==> src/rtl/mem_access.sv <==
// ---------------------------------------------------------------------------
// mem_access -- MEM-stage load/store unit bridging a pipeline op to a simple
// word-wide request/grant/rvalid bus.
//
// Build option: define MEM_UNALIGNED_EN to support LWL/LWR/SWL/SWR (sizes WL
// and WR). Without it those sizes report addr_err and the merge logic is
// not built.
//
// Ports
//   clk, rst            clock (rising edge), asynchronous active-high reset
//   req_valid/req_ready op handshake; req_ready is high only in IDLE
//   mem_type            0 NOOP, 1 LOAD, 2 STORE
//   mem_size            0 B, 1 H, 2 W, 3 WL, 4 WR
//   unsigned_flag       zero-extend B/H loads
//   addr, rt_val        byte address, store data / LWL-LWR merge source
//   resp_valid          one-cycle completion pulse
//   resp_data           load result (0 for stores, NOOPs and errors)
//   addr_err            qualifies resp_valid: misaligned access
//   bus_*               registered request side (word address, byte enables,
//                       write data), bus_gnt / bus_rvalid / bus_rdata inputs
// ---------------------------------------------------------------------------
module mem_access (
  input  logic        clk,
  input  logic        rst,
  input  logic        req_valid,
  output logic        req_ready,
  input  logic [1:0]  mem_type,
  input  logic [2:0]  mem_size,
  input  logic        unsigned_flag,
  input  logic [31:0] addr,
  input  logic [31:0] rt_val,
  output logic        resp_valid,
  output logic [31:0] resp_data,
  output logic        addr_err,
  output logic        bus_req,
  output logic        bus_we,
  output logic [31:0] bus_addr,
  output logic [3:0]  bus_be,
  output logic [31:0] bus_wdata,
  input  logic        bus_gnt,
  input  logic        bus_rvalid,
  input  logic [31:0] bus_rdata
);

  typedef enum logic [1:0] {IDLE = 2'd0, ADDR = 2'd1, DATA = 2'd2} state_t;

  localparam logic [1:0] T_LOAD  = 2'd1;
  localparam logic [1:0] T_STORE = 2'd2;

  localparam logic [2:0] SZ_B  = 3'd0;
  localparam logic [2:0] SZ_H  = 3'd1;
  localparam logic [2:0] SZ_W  = 3'd2;
`ifdef MEM_UNALIGNED_EN
  localparam logic [2:0] SZ_WL = 3'd3;
  localparam logic [2:0] SZ_WR = 3'd4;
`endif

  // ---------------------------------------------------------------------------
  // Helper functions
  // ---------------------------------------------------------------------------
  // Unsupported sizes fall into the default and are reported as misaligned.
  function automatic logic is_misaligned(input logic [2:0] size, input logic [1:0] a);
    logic m;
    case (size)
      SZ_B:    m = 1'b0;
      SZ_H:    m = a[0];
      SZ_W:    m = (a != 2'd0);
`ifdef MEM_UNALIGNED_EN
      SZ_WL,
      SZ_WR:   m = 1'b0;
`endif
      default: m = 1'b1;
    endcase
    return m;
  endfunction

  function automatic logic [3:0] byte_en(input logic [2:0] size, input logic [1:0] a);
    logic [3:0] be;
    case (size)
      SZ_B:    be = 4'b0001 << a;
      SZ_H:    be = a[1] ? 4'b1100 : 4'b0011;
`ifdef MEM_UNALIGNED_EN
      // ~a == 3-a for a 2-bit offset
      SZ_WL:   be = 4'b1111 >> (~a);
      SZ_WR:   be = 4'b1111 << a;
`endif
      default: be = 4'b1111;
    endcase
    return be;
  endfunction

  function automatic logic [31:0] store_data(input logic [2:0] size, input logic [1:0] a,
                                             input logic [31:0] rt);
    logic [31:0] d;
    case (size)
      SZ_B:    d = {4{rt[7:0]}};
      SZ_H:    d = {2{rt[15:0]}};
`ifdef MEM_UNALIGNED_EN
      SZ_WL:   d = rt >> {~a, 3'b000};
      SZ_WR:   d = rt << {a, 3'b000};
`endif
      default: d = rt;
    endcase
    return d;
  endfunction

  function automatic logic [31:0] fmt_load(input logic [2:0] size, input logic [1:0] a,
                                           input logic uns, input logic [31:0] rd);
    logic [7:0]  b;
    logic [15:0] h;
    logic [31:0] r;
    b = rd[{a, 3'b000} +: 8];
    h = a[1] ? rd[31:16] : rd[15:0];
    case (size)
      SZ_B:    r = uns ? {24'd0, b} : {{24{b[7]}}, b};
      SZ_H:    r = uns ? {16'd0, h} : {{16{h[15]}}, h};
      default: r = rd;
    endcase
    return r;
  endfunction

`ifdef MEM_UNALIGNED_EN
  // LWL: top (a+1) bytes come from the word's low bytes, rest from rt.
  // LWR: low (4-a) bytes come from word bytes a..3, rest from rt.
  function automatic logic [31:0] merge_load(input logic [2:0] size, input logic [1:0] a,
                                             input logic [31:0] rd, input logic [31:0] rt);
    logic [31:0] r;
    if (size == SZ_WL) begin
      case (a)
        2'd0:    r = {rd[7:0],  rt[23:0]};
        2'd1:    r = {rd[15:0], rt[15:0]};
        2'd2:    r = {rd[23:0], rt[7:0]};
        default: r = rd;
      endcase
    end else begin
      case (a)
        2'd0:    r = rd;
        2'd1:    r = {rt[31:24], rd[31:8]};
        2'd2:    r = {rt[31:16], rd[31:16]};
        default: r = {rt[31:8],  rd[31:24]};
      endcase
    end
    return r;
  endfunction
`endif

  // ---------------------------------------------------------------------------
  // State and registered outputs
  // ---------------------------------------------------------------------------
  state_t      state_q, state_d;
  logic        bus_req_q, bus_req_d;
  logic        bus_we_q, bus_we_d;
  logic [31:0] bus_addr_q, bus_addr_d;
  logic [3:0]  bus_be_q, bus_be_d;
  logic [31:0] bus_wdata_q, bus_wdata_d;
  logic        resp_valid_q, resp_valid_d;
  logic [31:0] resp_data_q, resp_data_d;
  logic        addr_err_q, addr_err_d;
  // Fields latched at accept for load formatting
  logic [1:0]  lane_q, lane_d;
  logic [2:0]  size_q, size_d;
  logic        uns_q, uns_d;
`ifdef MEM_UNALIGNED_EN
  logic [31:0] rt_q, rt_d;
`endif

  logic accept;
  logic is_mem_op;
  logic misaligned;

  assign accept     = (state_q == IDLE) && req_valid;
  assign is_mem_op  = (mem_type == T_LOAD) || (mem_type == T_STORE);
  assign misaligned = is_misaligned(mem_size, addr[1:0]);

  // State register
  always_ff @(posedge clk or posedge rst) begin
    if (rst) state_q <= IDLE;
    else     state_q <= state_d;
  end

  // Next-state logic
  always_comb begin
    state_d = state_q;
    case (state_q)
      IDLE: if (accept && is_mem_op && !misaligned) state_d = ADDR;
      ADDR: if (bus_gnt) state_d = bus_we_q ? IDLE : DATA;
      DATA: if (bus_rvalid) state_d = IDLE;
      default: state_d = IDLE;
    endcase
  end

  // Output logic: next values of the registered outputs
  always_comb begin
    bus_req_d    = bus_req_q;
    bus_we_d     = bus_we_q;
    bus_addr_d   = bus_addr_q;
    bus_be_d     = bus_be_q;
    bus_wdata_d  = bus_wdata_q;
    resp_valid_d = 1'b0;
    resp_data_d  = 32'd0;
    addr_err_d   = 1'b0;
    lane_d       = lane_q;
    size_d       = size_q;
    uns_d        = uns_q;
`ifdef MEM_UNALIGNED_EN
    rt_d         = rt_q;
`endif
    case (state_q)
      IDLE: begin
        if (accept) begin
          if (!is_mem_op) begin
            resp_valid_d = 1'b1;
          end else if (misaligned) begin
            resp_valid_d = 1'b1;
            addr_err_d   = 1'b1;
          end else begin
            bus_req_d   = 1'b1;
            bus_we_d    = (mem_type == T_STORE);
            bus_addr_d  = {addr[31:2], 2'b00};
            bus_be_d    = byte_en(mem_size, addr[1:0]);
            bus_wdata_d = (mem_type == T_STORE) ?
                          store_data(mem_size, addr[1:0], rt_val) : 32'd0;
            lane_d      = addr[1:0];
            size_d      = mem_size;
            uns_d       = unsigned_flag;
`ifdef MEM_UNALIGNED_EN
            rt_d        = rt_val;
`endif
          end
        end
      end
      ADDR: begin
        if (bus_gnt) begin
          bus_req_d    = 1'b0;
          resp_valid_d = bus_we_q;
        end
      end
      DATA: begin
        if (bus_rvalid) begin
          resp_valid_d = 1'b1;
`ifdef MEM_UNALIGNED_EN
          if (size_q == SZ_WL || size_q == SZ_WR)
            resp_data_d = merge_load(size_q, lane_q, bus_rdata, rt_q);
          else
            resp_data_d = fmt_load(size_q, lane_q, uns_q, bus_rdata);
`else
          resp_data_d = fmt_load(size_q, lane_q, uns_q, bus_rdata);
`endif
        end
      end
      default: ;
    endcase
  end

  // Output / latched-field registers
  always_ff @(posedge clk or posedge rst) begin
    if (rst) begin
      bus_req_q    <= 1'b0;
      bus_we_q     <= 1'b0;
      bus_addr_q   <= 32'd0;
      bus_be_q     <= 4'd0;
      bus_wdata_q  <= 32'd0;
      resp_valid_q <= 1'b0;
      resp_data_q  <= 32'd0;
      addr_err_q   <= 1'b0;
      lane_q       <= 2'd0;
      size_q       <= 3'd0;
      uns_q        <= 1'b0;
`ifdef MEM_UNALIGNED_EN
      rt_q         <= 32'd0;
`endif
    end else begin
      bus_req_q    <= bus_req_d;
      bus_we_q     <= bus_we_d;
      bus_addr_q   <= bus_addr_d;
      bus_be_q     <= bus_be_d;
      bus_wdata_q  <= bus_wdata_d;
      resp_valid_q <= resp_valid_d;
      resp_data_q  <= resp_data_d;
      addr_err_q   <= addr_err_d;
      lane_q       <= lane_d;
      size_q       <= size_d;
      uns_q        <= uns_d;
`ifdef MEM_UNALIGNED_EN
      rt_q         <= rt_d;
`endif
    end
  end

  assign req_ready  = (state_q == IDLE);
  assign resp_valid = resp_valid_q;
  assign resp_data  = resp_data_q;
  assign addr_err   = addr_err_q;
  assign bus_req    = bus_req_q;
  assign bus_we     = bus_we_q;
  assign bus_addr   = bus_addr_q;
  assign bus_be     = bus_be_q;
  assign bus_wdata  = bus_wdata_q;

endmodule

==> config.mk <==
export PLATFORM = sky130hd
export DESIGN_NAME = mem_access
export DESIGN_NICKNAME = d
export VERILOG_FILES = /design/src/rtl/mem_access.sv
export SDC_FILE = /design/constraint.sdc
export NUM_CORES = 1
export LEC_CHECK = 0
export ABC_AREA = 1
export ABC_CLOCK_PERIOD_IN_PS = 5020
export CAP_MARGIN = 20
export CORE_MARGIN = 1
export CORE_UTILIZATION = 48
export CTS_BUF_LIST = sky130_fd_sc_hd__clkbuf_4
export CTS_CLUSTER_DIAMETER = 100
export DETAILED_ROUTE_END_ITERATION = 10
export GPL_ROUTABILITY_DRIVEN = 0
export MAX_ROUTING_LAYER = met4
export PLACE_DENSITY = 0.88
export SYNTH_ARGS = -nofsm -noshare
export SYNTH_HDL_FRONTEND = slang
export SYNTH_SLANG_ARGS = --single-unit
==> constraint.sdc <==
create_clock -name clk -period 5.02 [get_ports clk]
set_input_delay 0.502 -clock clk [delete_from_list [all_inputs] [get_ports clk]]
set_output_delay 0.502 -clock clk [all_outputs]
set_load 0.005 [all_outputs]
Word level (Yosys, flattened, before mapping)
Cells that the tools add are included.

operators by class
  add/subtract/negate cells = 0
  multipliers = 0
  divide/modulo/power cells = 0
  $lt $le $gt $ge = 0
  equality and inequality tests = 13
  shift-type cells = 2
  muxes and demuxes = 30
  bitwise operators = 1
  reduce and logical (&&, ||, !) cells = 13

operators by type and width
  cell                                                                     number
  32-bit two-way mux                                                       5
  32-bit case mux with 2 select lines                                      2
  32-bit by 6-bit variable part select with 8-bit output                   1
  16-bit two-way mux                                                       1
  1-bit two-way mux                                                        12
  2-bit two-way mux                                                        4
  4-bit case mux with 2 select lines                                       1
  3-bit by 1-bit equality test with 1-bit output, second input constant    2
  3-bit zero test                                                          2
  2-bit by 1-bit inequality test with 1-bit output, second input constant  3
  2-bit inequality test, second input constant                             3
  1-bit case mux with 3 select lines                                       2
  2-bit case mux with 3 select lines                                       1
  5-bit AND reduction                                                      1
  2-bit by 1-bit equality test with 1-bit output, second input constant    2
  2-bit equality test, second input constant                               2
  4-bit two-way mux                                                        1
  4-bit AND reduction                                                      1
  2-bit nonzero test                                                       2
  1-bit by 2-bit left shift with 4-bit output, first input constant        1
  3-bit by 2-bit equality test with 1-bit output, second input constant    1
  1-bit logical AND                                                        3
  3-bit AND reduction                                                      1
  2-bit zero test                                                          1
  other kinds (4)                                                          4

word-level totals
  bits in registers = 110
  latch bits = 0
  bits in writable memories = 0
  ROM bits = 0
  input port bits = 107
  output and inout port bits = 105
  memories = 0

Longest topological paths before layout
  depth in word-level cells = 6
  mapped depth = 9

Worst setup path after synthesis
OpenSTA, ideal clock, no wires.

  path type = input port to flip-flop
  start point = input port mem_type[0]
  end point = register bus_be_q[3] (netlist: bus_be[3])
  data arrival time = 1.503 ns
  slack = 3.392 ns
  stages on the path = 8
  buffers on the path = 2
  cells stage by stage = inv_1 -> ha_1 -> nor2_4 -> nand3_4 -> buf_6 -> buf_6 -> nand2_1 -> nand3_1

between the ends
  cells in the longest elaborated chain, start to end = 3
  elaborated cells between the ends (all ways) = 4
  those cells by class = 2 x eq/ne; 2 x reduce/logical

ends and longest elaborated chain
  what                                                                                   RTL line  source
  from (decl)                                                                            27        input logic [1:0] mem_type,
  2-bit by 1-bit equality test with 1-bit output or 2-bit equality test (tied branches)  172       assign is_mem_op = (mem_type == T_LOAD) || (mem_type == T_STORE);
  1-bit logical OR *                                                                     172
  4-bit AND reduction (no source line) *                                                 --
  to (signal assigned)                                                                   276       bus_be_q <= bus_be_d;
  to (decl)                                                                              154       logic [3:0] bus_be_q, bus_be_d;

Mark *: on every way between the ends. The rest lies on a longest branch, timed or not.
A chain may end at the register's enable or synchronous reset.

Worst setup path in the final report
  start point = input port mem_type[0]
  end point = register size_q[1]

between the ends
  cells in the longest elaborated chain, start to end = 3
  elaborated cells between the ends (all ways) = 4
  those cells by class = 2 x eq/ne; 2 x reduce/logical

ends and longest elaborated chain
  what                                                                                   RTL line  source
  2-bit by 1-bit equality test with 1-bit output or 2-bit equality test (tied branches)  172
  1-bit logical OR *                                                                     172
  4-bit AND reduction (no source line) *                                                 --
  to (signal assigned)                                                                   282       size_q <= size_d;
  to (decl)                                                                              161       logic [2:0] size_q, size_d;

Marks and branches as above.

==> flow_summary.ini <==
[status]
run_status = complete, no violations

[cts]
postCtsResizedCells = 0
hold_buffers = 0
cts_sinks = 110
cts_root_buffer = clkbuf_4
ctsHtreeMaxLevel = 3
tritoncts = yes
clk_pin_slew_ns = 0.16
ctsLongestPathBuffers = 2
number_of_buffers_created_by_cts = 9
clk_latency_ns = 0.48
cts.repair_timing.setup_buffer_count = 0

[synthesis]
synth-warning-count = 0
post_synth.cell_area_avg_um2 = 8.41
netlist_instances = 630
yosys.area.top_type_share_pct = 51.9
seq_area_frac_synth_pct = 51.9
ys_top_cells_by_area = dfrtp_1 52%, nand2_1 16%, nor2_1 4.2%, o21ai_0 3.5%, nor2_4 2.8%
synth_largest_area_cell = dfrtp_1
synth.lib_cells_used.distinct = 35
synth_seq_cells = 110
syn_area_um2 = 5300

[global_route]
met3_usage_pct = 4.07
first_global_vias = 4906
grt_first_pass_wirelength_um = 23300
global_route.overflow_total = 0
grt_start_max_net_pins = 81
grt_most_used_layer = met2
groute.layer.met1.usage_pct = 33.6
number_of_antenna_violations_at_the_first_check_in_global_routing = 0
grt_usage_pct = 26.9
gr-usage-met2_pct = 43.8

[timing]
period_share_pct = 58.3
rsz0062_at_grt = no
fin_setup_tns_ns = 0
setup_ws_ns = 2.09
final-max-slew-violation-count = 0
finalWorstPathRequiredPeriod_ns = 2.93
report.final.hold_viol_count = 0
timing.fmax_ghz = 0.342
clock-skew-final_ns = 0.0219
whs_ns = 0.244
setup-violations-final = 0
worst_slew_margin_rel_pct = 45.1
timing_worst_slew_pin_value_ns = 0.823

[worst_setup_path]
path_delay_family = buffers and inverters
timing.rr.end = size_q[1]
setup.worst_path.start_class = primary input
worst_ep_arrival_time_ns = 3.33
worst_r2r_path_depth = 7
worstPathBufferInverterCount = 3
critical_path.max_fanout = 75
type_of_the_setup_path_with_the_least_slack = in2reg
reg2reg_setup_slack_ns = 2.30
critical_path.slowest_cell = inv_2
critical_path.cell_chain = clkdlybuf4s50_1 -> inv_1 -> ha_1 -> nor2_4 -> nand3_4 -> inv_2 -> nand2_1 -> o21ai_1
worstSetupEndpointType = register
worst_r2r_startpoint = state_q[0]
cp_slowest_stage_delay_ns = 0.82
worst-endpoint-required_ns = 5.42

[run]
drv.max_cap_violation_count = 0

[power_and_ir_drop]
irDropWorstVdd_uv = 205
total_leakage_power_nw = 3.53
power_per_cell_area_nw_per_um2 = 348

[die]
die_y_um = 107
die_x_um = 107
floorplan.die_area_um2 = 11500
core_area_um2 = 10800
site_row_count = 38
initial_utilization_pct = 49.1
ioPinCount = 212

[final_layout]
final_layout_size_suffix_gt1_share_pct = 9.30
antennaDiodeCount = 0
fillerInstances = 815
num-nets-final = 931
syn_to_final_growth_pct = 42.2

[routing]
dr_total_vias = 5097
post-route-drc-count = 0
average_detailed_routed_wire_length_per_instance_um = 15.2
routed_wire_length_um = 14800
final_antenna_net_count = 0
via_per_inst = 5.27
detail_route.first_pass.iterations = 6
drt_iter0_drc = 251

[placed_design]
port-buffer-count = 209
detailed_place_hpwl_um = 10700
dpl_worst_slack_ns = 1.59

[worst_hold_path]
hp-class = in2async
[routing by layer]
| layer | part of all wire [%] | routed length [um] | vias up |
|---|---|---|---|
| met5 | 0 | 0 | - |
| met4 | 2.5 | 365 | 0 |
| met3 | 8.2 | 1210 | 34 |
| met2 | 50 | 7350 | 271 |
| met1 | 39 | 5820 | 2437 |
| li1 | - | - | 2355 |
[worst max path at each step]
stage                      startpoint        end  slack [ns]  depth (start not counted)
after floorplan                   rst   addr_err        1.62                          1
after global placement    mem_type[0]  size_q[1]        1.73                          8
after detailed placement  mem_type[0]  size_q[1]        1.59                          8
after CTS                 mem_type[0]  size_q[1]        2.09                          8
after global routing      mem_type[0]  size_q[1]        1.83                          8
final                     mem_type[0]  size_q[1]        2.09                          8
[per-stage QoR]
stage | instances | power [mW] | utilization [%] | instance area, um^2
floorplan | 631 | 1.64 | - | 5300
global placement | 951 | 2.08 | 68.0 | 7340
detailed placement | 951 | 2.12 | 68.0 | 7340
CTS | 967 | 2.62 | 69.6 | 7510
global route | 968 | 2.77 | 69.8 | 7530
finish | 968 | 2.62 | 69.8 | 7530
[sequential cells by signal (all words and copies together) (netlist names)]
signal	count
bus_be	4
bus_req	1
size_q	3
state_q	2
uns_q	1
bus_wdata	32
resp_data	32
resp_valid	1
bus_we	1
bus_addr	30
lane_q	2
addr_err	1
[synth_stat cells]
cell	number
buf_6	11
buf_4	5
nand2_1	226
nand3_2	5
nor2_1	59
a21oi_1	16
or2_0	3
inv_2	8
inv_1	30
clkbuf_2	4
inv_6	1
clkinv_1	1
nand4_1	1
nor2_2	2
nand3_4	1
nand2_2	5
a31oi_1	1
nand3b_1	1
conb_1	1
o21ai_2	1
buf_8	1
o211ai_1	8
a21boi_0	1
nor2_4	13
a21oi_2	1
o21ai_1	26
ha_1	1
nand2_4	4
dfrtp_1	110
o21ai_0	37
buf_2	9
or2_1	5
or2_2	15
nand4_4	2
nand3_1	15
[cells in the final DEF (no fill, tap or decap), drive strengths merged]
| master | synthesis | layout |
|---|---|---|
| a21boi | 1 | 1 |
| a21oi | 17 | 17 |
| a31oi | 1 | 1 |
| buf | 26 | 2 |
| bufinv | 0 | 2 |
| clkbuf | 4 | 10 |
| clkdlybuf4s50 | 0 | 209 |
| clkinv | 1 | 1 |
| clkinvlp | 0 | 2 |
| conb | 1 | 2 |
| dfrtp | 110 | 110 |
| ha | 1 | 1 |
| inv | 39 | 41 |
| nand2 | 235 | 235 |
| nand3 | 21 | 21 |
| nand3b | 1 | 1 |
| nand4 | 3 | 3 |
| nor2 | 74 | 74 |
| o211ai | 8 | 8 |
| o21ai | 64 | 64 |
| or2 | 23 | 23 |
[worst reg2reg max path, stage by stage, from the launching register on]
cell	delay [ns]
dfrtp_1	0.45
nor2_4	0.15
nand2_2	0.10
nor2_4	0.16
nand3_4	0.64
inv_2	0.83
nand2_1	0.19
o21ai_1	0.12
[power breakdown]
group | internal (mW) | leakage (nW) | switching, mW | total, mW
clock | 0.211 | 0.0836 | 0.300 | 0.511
sequential | 1.04 | 1.46 | 0.108 | 1.15
combinational | 0.479 | 1.99 | 0.486 | 0.966
total | 1.73 | 3.53 | 0.894 | 2.62
[logic make-up after synthesis]
group / synth area share, %
other cells: 0.0708
fa+ha+maj: 0.236
compound gates: 9.18
simple gates: 31.1
flops: 51.9
buf+inv: 7.48
[area by class of cell]
| cell class | instances | area [um^2] | area share, % |
|---|---|---|---|
| Clock inverter | 6 | 92.6 | 1.23 |
| Inverter | 40 | 158 | 2.09 |
| Timing Repair Buffer | 211 | 2130 | 28.2 |
| Clock buffer | 10 | 75.1 | 0.996 |
| Tap cell | 140 | 175 | 2.32 |
| Sequential cell | 110 | 2750 | 36.5 |
| Multi-Input combinational cell | 451 | 2150 | 28.6 |
(Power assumes the default switching activity.)
